$ cat config.mk
export PLATFORM = sky130hd
export DESIGN_NAME = csr_file_flat
export DESIGN_NICKNAME = d
export VERILOG_FILES = /design/src/rtl/csr_file_if.sv /design/src/rtl/csr_file.sv /design/src/flat_wrapper.sv
export SDC_FILE = /design/constraint.sdc
export NUM_CORES = 1
export LEC_CHECK = 0
export BUFFER_PORTS_ARGS = -buffer_cell sky130_fd_sc_hd__buf_2
export CAP_MARGIN = 15
export CELL_PAD_IN_SITES_DETAIL_PLACEMENT = 1
export CELL_PAD_IN_SITES_GLOBAL_PLACEMENT = 1
export CORE_MARGIN = 3
export CORE_UTILIZATION = 43
export CTS_BUF_LIST = sky130_fd_sc_hd__clkbuf_4 sky130_fd_sc_hd__clkbuf_8
export DETAILED_ROUTE_END_ITERATION = 12
export PLACE_DENSITY_LB_ADDON = 0.1
export SLEW_MARGIN = 20
export SYNTH_ARGS = -nofsm -noshare
export SYNTH_HDL_FRONTEND = slang
export SYNTH_SLANG_ARGS = --single-unit
$ cat constraint.sdc
create_clock -name clk_i -period 3.4 [get_ports clk_i]
set_clock_uncertainty 0.05 [all_clocks]
set_input_delay 0.17 -clock clk_i [delete_from_list [all_inputs] [get_ports clk_i]]
set_output_delay 0.17 -clock clk_i [all_outputs]
set_load 0.01 [all_outputs]
$ cat src/rtl/csr_file_if.sv
// CSR access bundle between the execute/memory pipeline and the machine-mode CSR file.
// Signal names keep the pipeline's established _i/_o naming as seen from the CSR file.
interface csr_file_if #(
  parameter int unsigned DATA_WIDTH     = 32,
  parameter int unsigned CSR_ADDR_WIDTH = 12
);
  logic                      csr_re_i;
  logic [CSR_ADDR_WIDTH-1:0] csr_raddr_i;
  logic [DATA_WIDTH-1:0]     csr_rdata_o;
  logic                      csr_illegal_o;
  logic                      csr_we_i;
  logic [CSR_ADDR_WIDTH-1:0] csr_waddr_i;
  logic [DATA_WIDTH-1:0]     csr_wdata_i;
  logic                      inst_retire_i;
  logic                      exception_i;
  logic [DATA_WIDTH-1:0]     exception_cause_i;
  logic [DATA_WIDTH-1:0]     exception_pc_i;
  logic                      mret_i;
  logic [DATA_WIDTH-1:0]     trap_vector_o;
  logic [DATA_WIDTH-1:0]     mepc_o;
  logic                      mie_global_o;

  // Pipeline side: issues reads, writes and trap events.
  modport master (
    output csr_re_i, csr_raddr_i, csr_we_i, csr_waddr_i, csr_wdata_i,
           inst_retire_i, exception_i, exception_cause_i, exception_pc_i, mret_i,
    input  csr_rdata_o, csr_illegal_o, trap_vector_o, mepc_o, mie_global_o
  );

  // CSR file side.
  modport slave (
    input  csr_re_i, csr_raddr_i, csr_we_i, csr_waddr_i, csr_wdata_i,
           inst_retire_i, exception_i, exception_cause_i, exception_pc_i, mret_i,
    output csr_rdata_o, csr_illegal_o, trap_vector_o, mepc_o, mie_global_o
  );
endinterface

$ cat src/rtl/csr_file.sv
// Machine-mode CSR file for the RV32IM core: combinational reads, clocked writes,
// 64-bit cycle/instret counters and trap-entry / mret side effects.
module csr_file #(
  parameter int unsigned DATA_WIDTH     = 32,
  parameter int unsigned CSR_ADDR_WIDTH = 12,
  parameter logic [31:0] MTVEC_RESET    = 32'h0000_0000,
  parameter int unsigned HART_ID        = 0
) (
  input logic       clk_i,
  input logic       rst_ni,
  csr_file_if.slave bus
);

  localparam logic [11:0] A_MSTATUS   = 12'h300;
  localparam logic [11:0] A_MISA      = 12'h301;
  localparam logic [11:0] A_MIE       = 12'h304;
  localparam logic [11:0] A_MTVEC     = 12'h305;
  localparam logic [11:0] A_MSCRATCH  = 12'h340;
  localparam logic [11:0] A_MEPC      = 12'h341;
  localparam logic [11:0] A_MCAUSE    = 12'h342;
  localparam logic [11:0] A_MCYCLE    = 12'hB00;
  localparam logic [11:0] A_MINSTRET  = 12'hB02;
  localparam logic [11:0] A_MCYCLEH   = 12'hB80;
  localparam logic [11:0] A_MINSTRETH = 12'hB82;
  localparam logic [11:0] A_CYCLE     = 12'hC00;
  localparam logic [11:0] A_INSTRET   = 12'hC02;
  localparam logic [11:0] A_CYCLEH    = 12'hC80;
  localparam logic [11:0] A_INSTRETH  = 12'hC82;
  localparam logic [11:0] A_MHARTID   = 12'hF14;

  localparam logic [DATA_WIDTH-1:0] MISA_VALUE = 32'h4000_1100;
  localparam logic [DATA_WIDTH-1:0] ALIGN_MASK = 32'hFFFF_FFFC;

  logic                  mstatus_mie_reg;
  logic                  mstatus_mpie_reg;
  logic                  mie_msie_reg;
  logic                  mie_mtie_reg;
  logic                  mie_meie_reg;
  logic [DATA_WIDTH-1:0] mtvec_reg;
  logic [DATA_WIDTH-1:0] mscratch_reg;
  logic [DATA_WIDTH-1:0] mepc_reg;
  logic [DATA_WIDTH-1:0] mcause_reg;
  logic [63:0]           mcycle_reg;
  logic [63:0]           mcycle_next;
  logic [63:0]           minstret_reg;
  logic [63:0]           minstret_next;

  logic                  read_hit;
  logic                  trap_event;
  logic                  wr_mstatus, wr_mie, wr_mtvec, wr_mscratch, wr_mepc, wr_mcause;
  logic                  wr_mcycle, wr_mcycleh, wr_minstret, wr_minstreth;

  // A trap or mret owns mstatus/mepc/mcause this cycle; software writes to them lose.
  assign trap_event   = bus.exception_i | bus.mret_i;

  assign wr_mstatus   = bus.csr_we_i && (bus.csr_waddr_i == A_MSTATUS);
  assign wr_mie       = bus.csr_we_i && (bus.csr_waddr_i == A_MIE);
  assign wr_mtvec     = bus.csr_we_i && (bus.csr_waddr_i == A_MTVEC);
  assign wr_mscratch  = bus.csr_we_i && (bus.csr_waddr_i == A_MSCRATCH);
  assign wr_mepc      = bus.csr_we_i && (bus.csr_waddr_i == A_MEPC);
  assign wr_mcause    = bus.csr_we_i && (bus.csr_waddr_i == A_MCAUSE);
  assign wr_mcycle    = bus.csr_we_i && (bus.csr_waddr_i == A_MCYCLE);
  assign wr_mcycleh   = bus.csr_we_i && (bus.csr_waddr_i == A_MCYCLEH);
  assign wr_minstret  = bus.csr_we_i && (bus.csr_waddr_i == A_MINSTRET);
  assign wr_minstreth = bus.csr_we_i && (bus.csr_waddr_i == A_MINSTRETH);

  // Counter next values: a low-half write suppresses the carry, a high-half write
  // replaces the high word while the low word still counts (its carry is lost).
  always_comb begin
    mcycle_next = mcycle_reg + 64'd1;
    if (wr_mcycle) begin
      mcycle_next = {mcycle_reg[63:32], bus.csr_wdata_i};
    end else if (wr_mcycleh) begin
      mcycle_next = {bus.csr_wdata_i, mcycle_reg[31:0] + 32'd1};
    end

    minstret_next = minstret_reg + {63'd0, bus.inst_retire_i};
    if (wr_minstret) begin
      minstret_next = {minstret_reg[63:32], bus.csr_wdata_i};
    end else if (wr_minstreth) begin
      minstret_next = {bus.csr_wdata_i, minstret_reg[31:0] + {31'd0, bus.inst_retire_i}};
    end
  end

  // Read mux: state as of the last edge, no bypass of the write port.
  always_comb begin
    bus.csr_rdata_o = '0;
    read_hit        = 1'b1;
    unique case (bus.csr_raddr_i)
      A_MSTATUS:            bus.csr_rdata_o = {19'd0, 2'b11, 3'd0, mstatus_mpie_reg, 3'd0, mstatus_mie_reg, 3'd0};
      A_MISA:               bus.csr_rdata_o = MISA_VALUE;
      A_MIE:                bus.csr_rdata_o = {20'd0, mie_meie_reg, 3'd0, mie_mtie_reg, 3'd0, mie_msie_reg, 3'd0};
      A_MTVEC:              bus.csr_rdata_o = mtvec_reg;
      A_MSCRATCH:           bus.csr_rdata_o = mscratch_reg;
      A_MEPC:               bus.csr_rdata_o = mepc_reg;
      A_MCAUSE:             bus.csr_rdata_o = mcause_reg;
      A_MCYCLE, A_CYCLE:    bus.csr_rdata_o = mcycle_reg[31:0];
      A_MCYCLEH, A_CYCLEH:  bus.csr_rdata_o = mcycle_reg[63:32];
      A_MINSTRET, A_INSTRET:   bus.csr_rdata_o = minstret_reg[31:0];
      A_MINSTRETH, A_INSTRETH: bus.csr_rdata_o = minstret_reg[63:32];
      A_MHARTID:            bus.csr_rdata_o = DATA_WIDTH'(HART_ID);
      default:              read_hit = 1'b0;
    endcase
  end

  assign bus.csr_illegal_o = bus.csr_re_i & ~read_hit;
  assign bus.trap_vector_o = mtvec_reg;
  assign bus.mepc_o        = mepc_reg;
  assign bus.mie_global_o  = mstatus_mie_reg;

  // Register state: counters, software writes, trap entry and mret.
  always_ff @(posedge clk_i or negedge rst_ni) begin
    if (!rst_ni) begin
      mstatus_mie_reg  <= 1'b0;
      mstatus_mpie_reg <= 1'b0;
      mie_msie_reg     <= 1'b0;
      mie_mtie_reg     <= 1'b0;
      mie_meie_reg     <= 1'b0;
      mtvec_reg        <= MTVEC_RESET & ALIGN_MASK;
      mscratch_reg     <= '0;
      mepc_reg         <= '0;
      mcause_reg       <= '0;
      mcycle_reg       <= '0;
      minstret_reg     <= '0;
    end else begin
      mcycle_reg   <= mcycle_next;
      minstret_reg <= minstret_next;

      if (bus.exception_i) begin
        mstatus_mpie_reg <= mstatus_mie_reg;
        mstatus_mie_reg  <= 1'b0;
        mepc_reg         <= bus.exception_pc_i & ALIGN_MASK;
        mcause_reg       <= bus.exception_cause_i;
      end else if (bus.mret_i) begin
        mstatus_mie_reg  <= mstatus_mpie_reg;
        mstatus_mpie_reg <= 1'b1;
      end

      if (wr_mstatus && !trap_event) begin
        mstatus_mie_reg  <= bus.csr_wdata_i[3];
        mstatus_mpie_reg <= bus.csr_wdata_i[7];
      end
      if (wr_mepc && !trap_event) begin
        mepc_reg <= bus.csr_wdata_i & ALIGN_MASK;
      end
      if (wr_mcause && !trap_event) begin
        mcause_reg <= bus.csr_wdata_i;
      end

      if (wr_mie) begin
        mie_msie_reg <= bus.csr_wdata_i[3];
        mie_mtie_reg <= bus.csr_wdata_i[7];
        mie_meie_reg <= bus.csr_wdata_i[11];
      end
      if (wr_mtvec) begin
        mtvec_reg <= bus.csr_wdata_i & ALIGN_MASK;
      end
      if (wr_mscratch) begin
        mscratch_reg <= bus.csr_wdata_i;
      end
    end
  end

endmodule
$ cat src/flat_wrapper.sv
// flat-port wrapper written by rule: the top's interface ports become plain ports
module csr_file_flat 
#(
  parameter int unsigned DATA_WIDTH     = 32,
  parameter int unsigned CSR_ADDR_WIDTH = 12,
  parameter logic [31:0] MTVEC_RESET    = 32'h0000_0000,
  parameter int unsigned HART_ID        = 0
)
  (clk_i, rst_ni, bus_csr_re_i, bus_csr_raddr_i, bus_csr_we_i, bus_csr_waddr_i, bus_csr_wdata_i, bus_inst_retire_i, bus_exception_i, bus_exception_cause_i, bus_exception_pc_i, bus_mret_i, bus_csr_rdata_o, bus_csr_illegal_o, bus_trap_vector_o, bus_mepc_o, bus_mie_global_o);
  csr_file_if #(.DATA_WIDTH(DATA_WIDTH), .CSR_ADDR_WIDTH(CSR_ADDR_WIDTH)) bus_i ();
  input logic clk_i;
  input logic rst_ni;
  input wire logic [$bits(bus_i.csr_re_i)-1:0] bus_csr_re_i;
  input wire logic [$bits(bus_i.csr_raddr_i)-1:0] bus_csr_raddr_i;
  input wire logic [$bits(bus_i.csr_we_i)-1:0] bus_csr_we_i;
  input wire logic [$bits(bus_i.csr_waddr_i)-1:0] bus_csr_waddr_i;
  input wire logic [$bits(bus_i.csr_wdata_i)-1:0] bus_csr_wdata_i;
  input wire logic [$bits(bus_i.inst_retire_i)-1:0] bus_inst_retire_i;
  input wire logic [$bits(bus_i.exception_i)-1:0] bus_exception_i;
  input wire logic [$bits(bus_i.exception_cause_i)-1:0] bus_exception_cause_i;
  input wire logic [$bits(bus_i.exception_pc_i)-1:0] bus_exception_pc_i;
  input wire logic [$bits(bus_i.mret_i)-1:0] bus_mret_i;
  output wire logic [$bits(bus_i.csr_rdata_o)-1:0] bus_csr_rdata_o;
  output wire logic [$bits(bus_i.csr_illegal_o)-1:0] bus_csr_illegal_o;
  output wire logic [$bits(bus_i.trap_vector_o)-1:0] bus_trap_vector_o;
  output wire logic [$bits(bus_i.mepc_o)-1:0] bus_mepc_o;
  output wire logic [$bits(bus_i.mie_global_o)-1:0] bus_mie_global_o;
  assign bus_i.csr_re_i = bus_csr_re_i;
  assign bus_i.csr_raddr_i = bus_csr_raddr_i;
  assign bus_i.csr_we_i = bus_csr_we_i;
  assign bus_i.csr_waddr_i = bus_csr_waddr_i;
  assign bus_i.csr_wdata_i = bus_csr_wdata_i;
  assign bus_i.inst_retire_i = bus_inst_retire_i;
  assign bus_i.exception_i = bus_exception_i;
  assign bus_i.exception_cause_i = bus_exception_cause_i;
  assign bus_i.exception_pc_i = bus_exception_pc_i;
  assign bus_i.mret_i = bus_mret_i;
  assign bus_csr_rdata_o = bus_i.csr_rdata_o;
  assign bus_csr_illegal_o = bus_i.csr_illegal_o;
  assign bus_trap_vector_o = bus_i.trap_vector_o;
  assign bus_mepc_o = bus_i.mepc_o;
  assign bus_mie_global_o = bus_i.mie_global_o;
  csr_file #(.DATA_WIDTH(DATA_WIDTH), .CSR_ADDR_WIDTH(CSR_ADDR_WIDTH), .MTVEC_RESET(MTVEC_RESET), .HART_ID(HART_ID)) u_core (.clk_i(clk_i), .rst_ni(rst_ni), .bus(bus_i));
endmodule
[Word-level counts from Yosys, hierarchy flattened]
Cells that the tools add are included.
Word-level totals
  register bits: 259
  input bits: 127
  output and inout bits: 98
  word-level logic and storage cells: 84
Operators by class
  add/subtract/negate cells: 4
  eq/ne operators: 26
  mux-type cells: 16
  bitwise gates (word level): 3
  reduce and logical (&&, ||, !) cells: 22
Operators by type and width (number)
  $pmux 32 s11: 1
  $mux 32: 6
  $eq 12x10->1 const B: 13
  $eq 12x12->1 const B: 13
  $mux 64: 2
  $add 64x1->64: 1
  $add 64x1->64 const B: 1
  $add 32x1->32: 1
  $add 32x1->32 const B: 1
  $reduce_or 16->1: 1
  $logic_and 1x1->1: 13
  $reduce_or 2->1: 4
  $mux 1: 7
  $reduce_bool 2->1: 2
  $reduce_bool 3->1: 1
  $and 1x1->1: 1
  $logic_not 1->1: 1
  $not 1->1: 1
  $or 1x1->1: 1

[Depth between registers and ports, before layout]
  depth in word-level cells: 5
  gate-level depth with buffers: 9
  gate-level depth less buffers: 7

[Least setup slack after synthesis]
No wires, ideal clock.
  path kind: register to register
  from: register u_core.mcycle_reg[0]
  to: register u_core.mcycle_reg[60]
  data arrival time: 2.391 ns
  slack: 0.843 ns
  cell stages (with the launch flop): 9
  buffers on the path: 2
  path through: dfrtp_1 > ha_1 > and3_1 > clkbuf_1 > nand4_1 > or3_1 > clkbuf_1 > or4_1 > o311ai_0
Between the ends
  cells in the longest elaborated chain, start to end: 2
RTL lines
  from (decl): line csr_file.sv:43  | logic [63:0] mcycle_reg;
  from (signal assigned): line csr_file.sv:126  | mcycle_reg <= mcycle_next;
  $add 64x1->64: line csr_file.sv:70  | mcycle_next = mcycle_reg + 64'd1;
  $mux 64: line csr_file.sv:73  | end else if (wr_mcycleh) begin
No other way between the ends.
A chain may end at the register's enable or synchronous reset.

[Final worst setup path]
  from: input bus_exception_i
  to: register u_core.mcause_reg[22]
Between the ends
  cells in the longest elaborated chain, start to end: 4
  elaborated cells on any way between the ends: 5
  classes of those cells: 1 x mux; 1 x bitwise; 3 x reduce/logical
RTL lines
  from (decl): line flat_wrapper.sv:19  | input wire logic [$bits(bus_i.exception_i)-1:0] bus_exception_i;
  $or 1x1->1: line csr_file.sv:54  | assign trap_event = bus.exception_i | bus.mret_i;
  $logic_not 1->1: line csr_file.sv:146  | if (wr_mcause && !trap_event) begin
  $logic_and 1x1->1: line csr_file.sv:146
  $mux 32 or $reduce_bool 2->1 (tied branches)
  to (signal assigned): line csr_file.sv:133  | mcause_reg <= bus.exception_cause_i;
  to (signal assigned): line csr_file.sv:147  | mcause_reg <= bus.csr_wdata_i;
  to (decl): line csr_file.sv:42  | logic [DATA_WIDTH-1:0] mcause_reg;
Parallel ways exist; a longest one is shown, timed or not.

==> run_summary.xml <==
<?xml version="1.0" encoding="UTF-8"?>
<metrics>
  <group name="run_status">
    <metric name="status" unit="">finished clean</metric>
  </group>
  <group name="floorplanning">
    <metric name="design.portCount" unit="">225</metric>
    <metric name="placeableCoreArea" unit="mm^2">0.0351</metric>
    <metric name="die_w" unit="um">196</metric>
    <metric name="initial_core_util" unit="%">44.2</metric>
    <metric name="die-area" unit="mm^2">0.0383</metric>
    <metric name="placement_rows" unit="">68</metric>
    <metric name="floorplan.die.height" unit="um">196</metric>
  </group>
  <group name="setup_path">
    <metric name="timing.rr.start" unit="">u_core.mcycle_reg[0]$_DFF_PN0_</metric>
    <metric name="r2r_setup_slack" unit="ns">0.46</metric>
    <metric name="worst_ep_arrival_time" unit="ns">3.57</metric>
    <metric name="regToRegEndpoint" unit="">u_core.mcycle_reg[60]$_DFFE_PN0N_</metric>
    <metric name="number_of_cells_traversed_by_the_worst_register_to_register_path" unit="">6</metric>
    <metric name="critical_path.slowest_cell" unit="">dlygate4sd3_1</metric>
    <metric name="critical_path.max_fanout" unit="">33</metric>
    <metric name="critPathCaptureType" unit="">flip-flop</metric>
    <metric name="crit_type" unit="">in -&gt; reg</metric>
    <metric name="worst-endpoint-required" unit="ns">3.94</metric>
    <metric name="critical_path.startpoint_type" unit="">input port</metric>
    <metric name="crit_path_frequent_cell" unit="">dlygate4sd3_1</metric>
    <metric name="path_cells" unit="">dlygate4sd3_1, buf_2, or2_2, nor4_2, buf_4, a22o_1, dlygate4sd3_1, a21o_1, dlygate4sd3_1</metric>
    <metric name="worst_path_buf_inv" unit="">5</metric>
    <metric name="path_delay_family" unit="">buffers and inverters</metric>
    <metric name="critical_path.max_stage_delay" unit="ns">0.56</metric>
  </group>
  <group name="grt">
    <metric name="grt_first_pass_wirelength" unit="um">115000</metric>
    <metric name="maximum_number_of_pins_on_one_net_before_global_route_repair" unit="">87</metric>
    <metric name="grtUsageTotal" unit="%">39.4</metric>
    <metric name="via_count_of_the_first_global_routing_pass" unit="">17500</metric>
    <metric name="number_of_antenna_violations_at_the_first_check_in_global_routing" unit="">5</metric>
    <metric name="grt_overflow_total" unit="">0</metric>
  </group>
  <group name="finish">
    <metric name="layout-drive-gt1-share" unit="%">23.4</metric>
    <metric name="final-instance-count-excl-fill" unit="">2477</metric>
    <metric name="layout-area-overhead-vs-synth" unit="%">26.9</metric>
    <metric name="fillers" unit="">3972</metric>
    <metric name="fin_nets" unit="">2114</metric>
    <metric name="layout.cells.most_common_list" unit="">257 x dfrtp_1, 217 x buf_2, 145 x nand2_1</metric>
    <metric name="utilization_of_the_core_after_routing" unit="%">56.1</metric>
    <metric name="layout_commonest_cell" unit="">dfrtp_1</metric>
  </group>
  <group name="cts">
    <metric name="cts-buffers-inserted" unit="">49</metric>
    <metric name="clock_tree.root_cell" unit="">clkbuf_8</metric>
    <metric name="numClockSinks" unit="">257</metric>
    <metric name="postCtsSetupRepairBufs" unit="">0</metric>
    <metric name="clkSlewWorstSetupHoldPaths" unit="ns">0.07</metric>
    <metric name="tritoncts" unit="">built</metric>
    <metric name="cts_buffer_depth" unit="">3</metric>
    <metric name="h-tree-depth" unit="">2</metric>
    <metric name="clk-insertion-delay-late" unit="ns">0.66</metric>
  </group>
  <group name="route">
    <metric name="totalWireLength" unit="um">77300</metric>
    <metric name="drt-pass1-iter-count" unit="">6</metric>
    <metric name="detailedRoute.firstIterationViolations" unit="">2028</metric>
    <metric name="antenna_left" unit="">0</metric>
    <metric name="route.vias.total" unit="">16800</metric>
    <metric name="remaining_drc_errors" unit="">0</metric>
    <metric name="drt-wirelength-per-cell" unit="um">31.2</metric>
    <metric name="routed_via_density" unit="">6.79</metric>
  </group>
  <group name="power">
    <metric name="total_leakage_power" unit="nW">8.82</metric>
    <metric name="power_density" unit="mW/mm^2">391</metric>
    <metric name="peakVddDrop" unit="V">0.000315</metric>
  </group>
  <group name="synth">
    <metric name="yosysWarningCount" unit="">0</metric>
    <metric name="synth_area_per_cell" unit="um^2">9.27</metric>
    <metric name="synthesized_area_fraction_occupied_by_ao_oa_aoi_and_oai_cells" unit="%">22.4</metric>
    <metric name="synthXorXnorAreaFrac" unit="%">3.34</metric>
    <metric name="post-synth-top-area-cell" unit="">dfrtp_1</metric>
    <metric name="number_of_flops_mapped_to_enable_cells_by_yosys" unit="">0</metric>
    <metric name="postSynth.topFlopCell" unit="">dfrtp_1</metric>
    <metric name="synth.ff_latch_count" unit="">257</metric>
    <metric name="postSynthCellCount" unit="">1670</metric>
    <metric name="yosysUniqueCellTypes" unit="">71</metric>
    <metric name="netlist_area" unit="mm^2">0.0155</metric>
    <metric name="synthSimpleGateAreaFrac" unit="%">21.5</metric>
    <metric name="sequential_area_share_after_synthesis" unit="%">41.5</metric>
    <metric name="combinational_family_with_the_most_area_after_synthesis" unit="">compound AO/OA/AOI/OAI gates</metric>
    <metric name="ys_async_sr_fraction" unit="%">100</metric>
    <metric name="synth.top_cell.area_share" unit="%">41.5</metric>
    <metric name="yosys-mux-area-fraction" unit="%">6.03</metric>
    <metric name="synth_adder_area_share" unit="%">0.242</metric>
    <metric name="synth.area.top_cells" unit="">dfrtp_1 42%, a22o_1 4.9%, mux2_2 4.8%, a22oi_1 4.6%, nand2_1 3.5%</metric>
  </group>
  <group name="timing">
    <metric name="tns" unit="ns">0</metric>
    <metric name="final.period_utilization" unit="%">89.0</metric>
    <metric name="worst_pin_slew" unit="ns">0.995</metric>
    <metric name="unrepaired_setup_endpoints_after_global_routing" unit="">no</metric>
    <metric name="timing.final.setup_violations" unit="">0</metric>
    <metric name="finalWorstPathRequiredPeriod" unit="ns">3.02</metric>
    <metric name="report.final.slew_viol_count" unit="">0</metric>
    <metric name="worst_hold_slack" unit="ns">0.0369</metric>
    <metric name="timing_hold_violations_final" unit="">0</metric>
    <metric name="max_freq" unit="MHz">331</metric>
    <metric name="worst_slew_margin_rel" unit="%">33.7</metric>
  </group>
  <group name="job">
    <metric name="maxCapViolCount" unit="">0</metric>
  </group>
  <group name="place">
    <metric name="numPlacedInstances" unit="">2247</metric>
    <metric name="numPortBuffers" unit="">218</metric>
    <metric name="gpl.final_weighted_congestion" unit="">0.973</metric>
    <metric name="place_hpwl" unit="um">51300</metric>
  </group>
  <group name="min_path">
    <metric name="worstHoldPathType" unit="">in -&gt; async</metric>
  </group>
</metrics>
==> metrics by stage <==
step / total power, W / setup slack [ns] / instance area (um^2)
after floorplan: 0.00375 / 0.843 / 15500
after global placement: 0.00410 / 0.544 / 17200
after detailed placement: 0.00413 / 0.529 / 17200
after CTS: 0.00761 / 0.507 / 19600
after global routing: 0.00792 / 0.286 / 19600
final: 0.00768 / 0.376 / 19600
==> layout make-up <==
| cell class | instances | area [um^2] | area share (%) |
|---|---|---|---|
| Multi-Input combinational cell | 1224 | 8400 | 42.8 |
| Sequential cell | 257 | 6430 | 32.7 |
| Timing Repair Buffer | 426 | 3100 | 15.8 |
| Clock buffer | 74 | 962 | 4.90 |
| Tap cell | 455 | 569 | 2.90 |
| Inverter | 26 | 97.6 | 0.497 |
| Clock inverter | 14 | 82.6 | 0.420 |
| Antenna cell | 1 | 2.50 | 0.0127 |
==> timing repair <==
action | 4_1_cts | 5_1_grt
resized for setup | 0 | 0
hold buffers | 141 | 0
endpoints found under the setup margin | 0 | 0
hold endpoints to repair | 445 | 0
==> worst reg2reg max path, delay by kind of cell (launching register included) <==
kind            cells  cell delay, ns
compound gates      1            0.28
fa+ha+maj           1            0.23
flops               1            0.43
simple gates        4            1.83
==> per-layer routing <==
| layer | up-vias | wire length (um) | track usage (%) |
|---|---|---|---|
| met5 | - | 34 | 0 |
| met4 | 6 | 3360 | 16.5 |
| met3 | 224 | 7970 | 11.0 |
| met2 | 1005 | 35800 | 63.0 |
| met1 | 8589 | 30100 | 50.4 |
| li1 | 7006 | - | - |
==> cell usage after synthesis (29+ instances only) <==
master and number:
nor4_1 38, and4_1 29, a21o_1 65, nor3_1 30
nand3_1 100, a22o_1 86, o21ai_0 71, nand4_1 70
nor2_1 73, mux2_2 66, a22oi_1 94, nand2_1 145
dfrtp_1 257, xnor2_1 35, clkbuf_1 136
==> power breakdown <==
| group | total (W) | leakage (nW) | internal, W | switching, W |
|---|---|---|---|---|
| clock | 0.00338 | 0.562 | 0.00182 | 0.00157 |
| sequential | 0.00344 | 3.34 | 0.00321 | 0.000222 |
| combinational | 0.000863 | 4.91 | 0.000394 | 0.000470 |
| total | 0.00768 | 8.82 | 0.00542 | 0.00226 |
==> cell families (layout without fill, tap and decap cells) <==
group / Yosys count / after routing
AND/OR/NAND/NOR: 614 / 614
AO/OA/AOI/OAI: 459 / 459
flip-flops: 257 / 257
buffers and inverters: 192 / 540
multiplexers: 85 / 85
XOR/XNOR: 59 / 59
adder cells (fa/ha/maj): 3 / 3
other: 1 / 5
==> worst max-delay path by stage <==
stage	cells past startpoint	from	end	slack [ns]
3_3_place_gp	8	bus_csr_raddr_i[0]	bus_csr_rdata_o[17]	0.54
5_1_grt	10	bus_csr_waddr_i[5]	u_core.mcause_reg[9]$_DFFE_PN0P_	0.29
2_1_floorplan	8	u_core.mcycle_reg[0]$_DFF_PN0_	u_core.mcycle_reg[60]$_DFFE_PN0N_	0.84
6_report	9	bus_exception_i	u_core.mcause_reg[22]$_DFFE_PN0P_	0.38
4_1_cts	6	u_core.mcycle_reg[0]$_DFF_PN0_	u_core.mcycle_reg[60]$_DFFE_PN0N_	0.51
3_5_place_dp	8	bus_csr_raddr_i[0]	bus_csr_rdata_o[15]	0.53
Note: power is estimated with default switching activity, not from simulation.
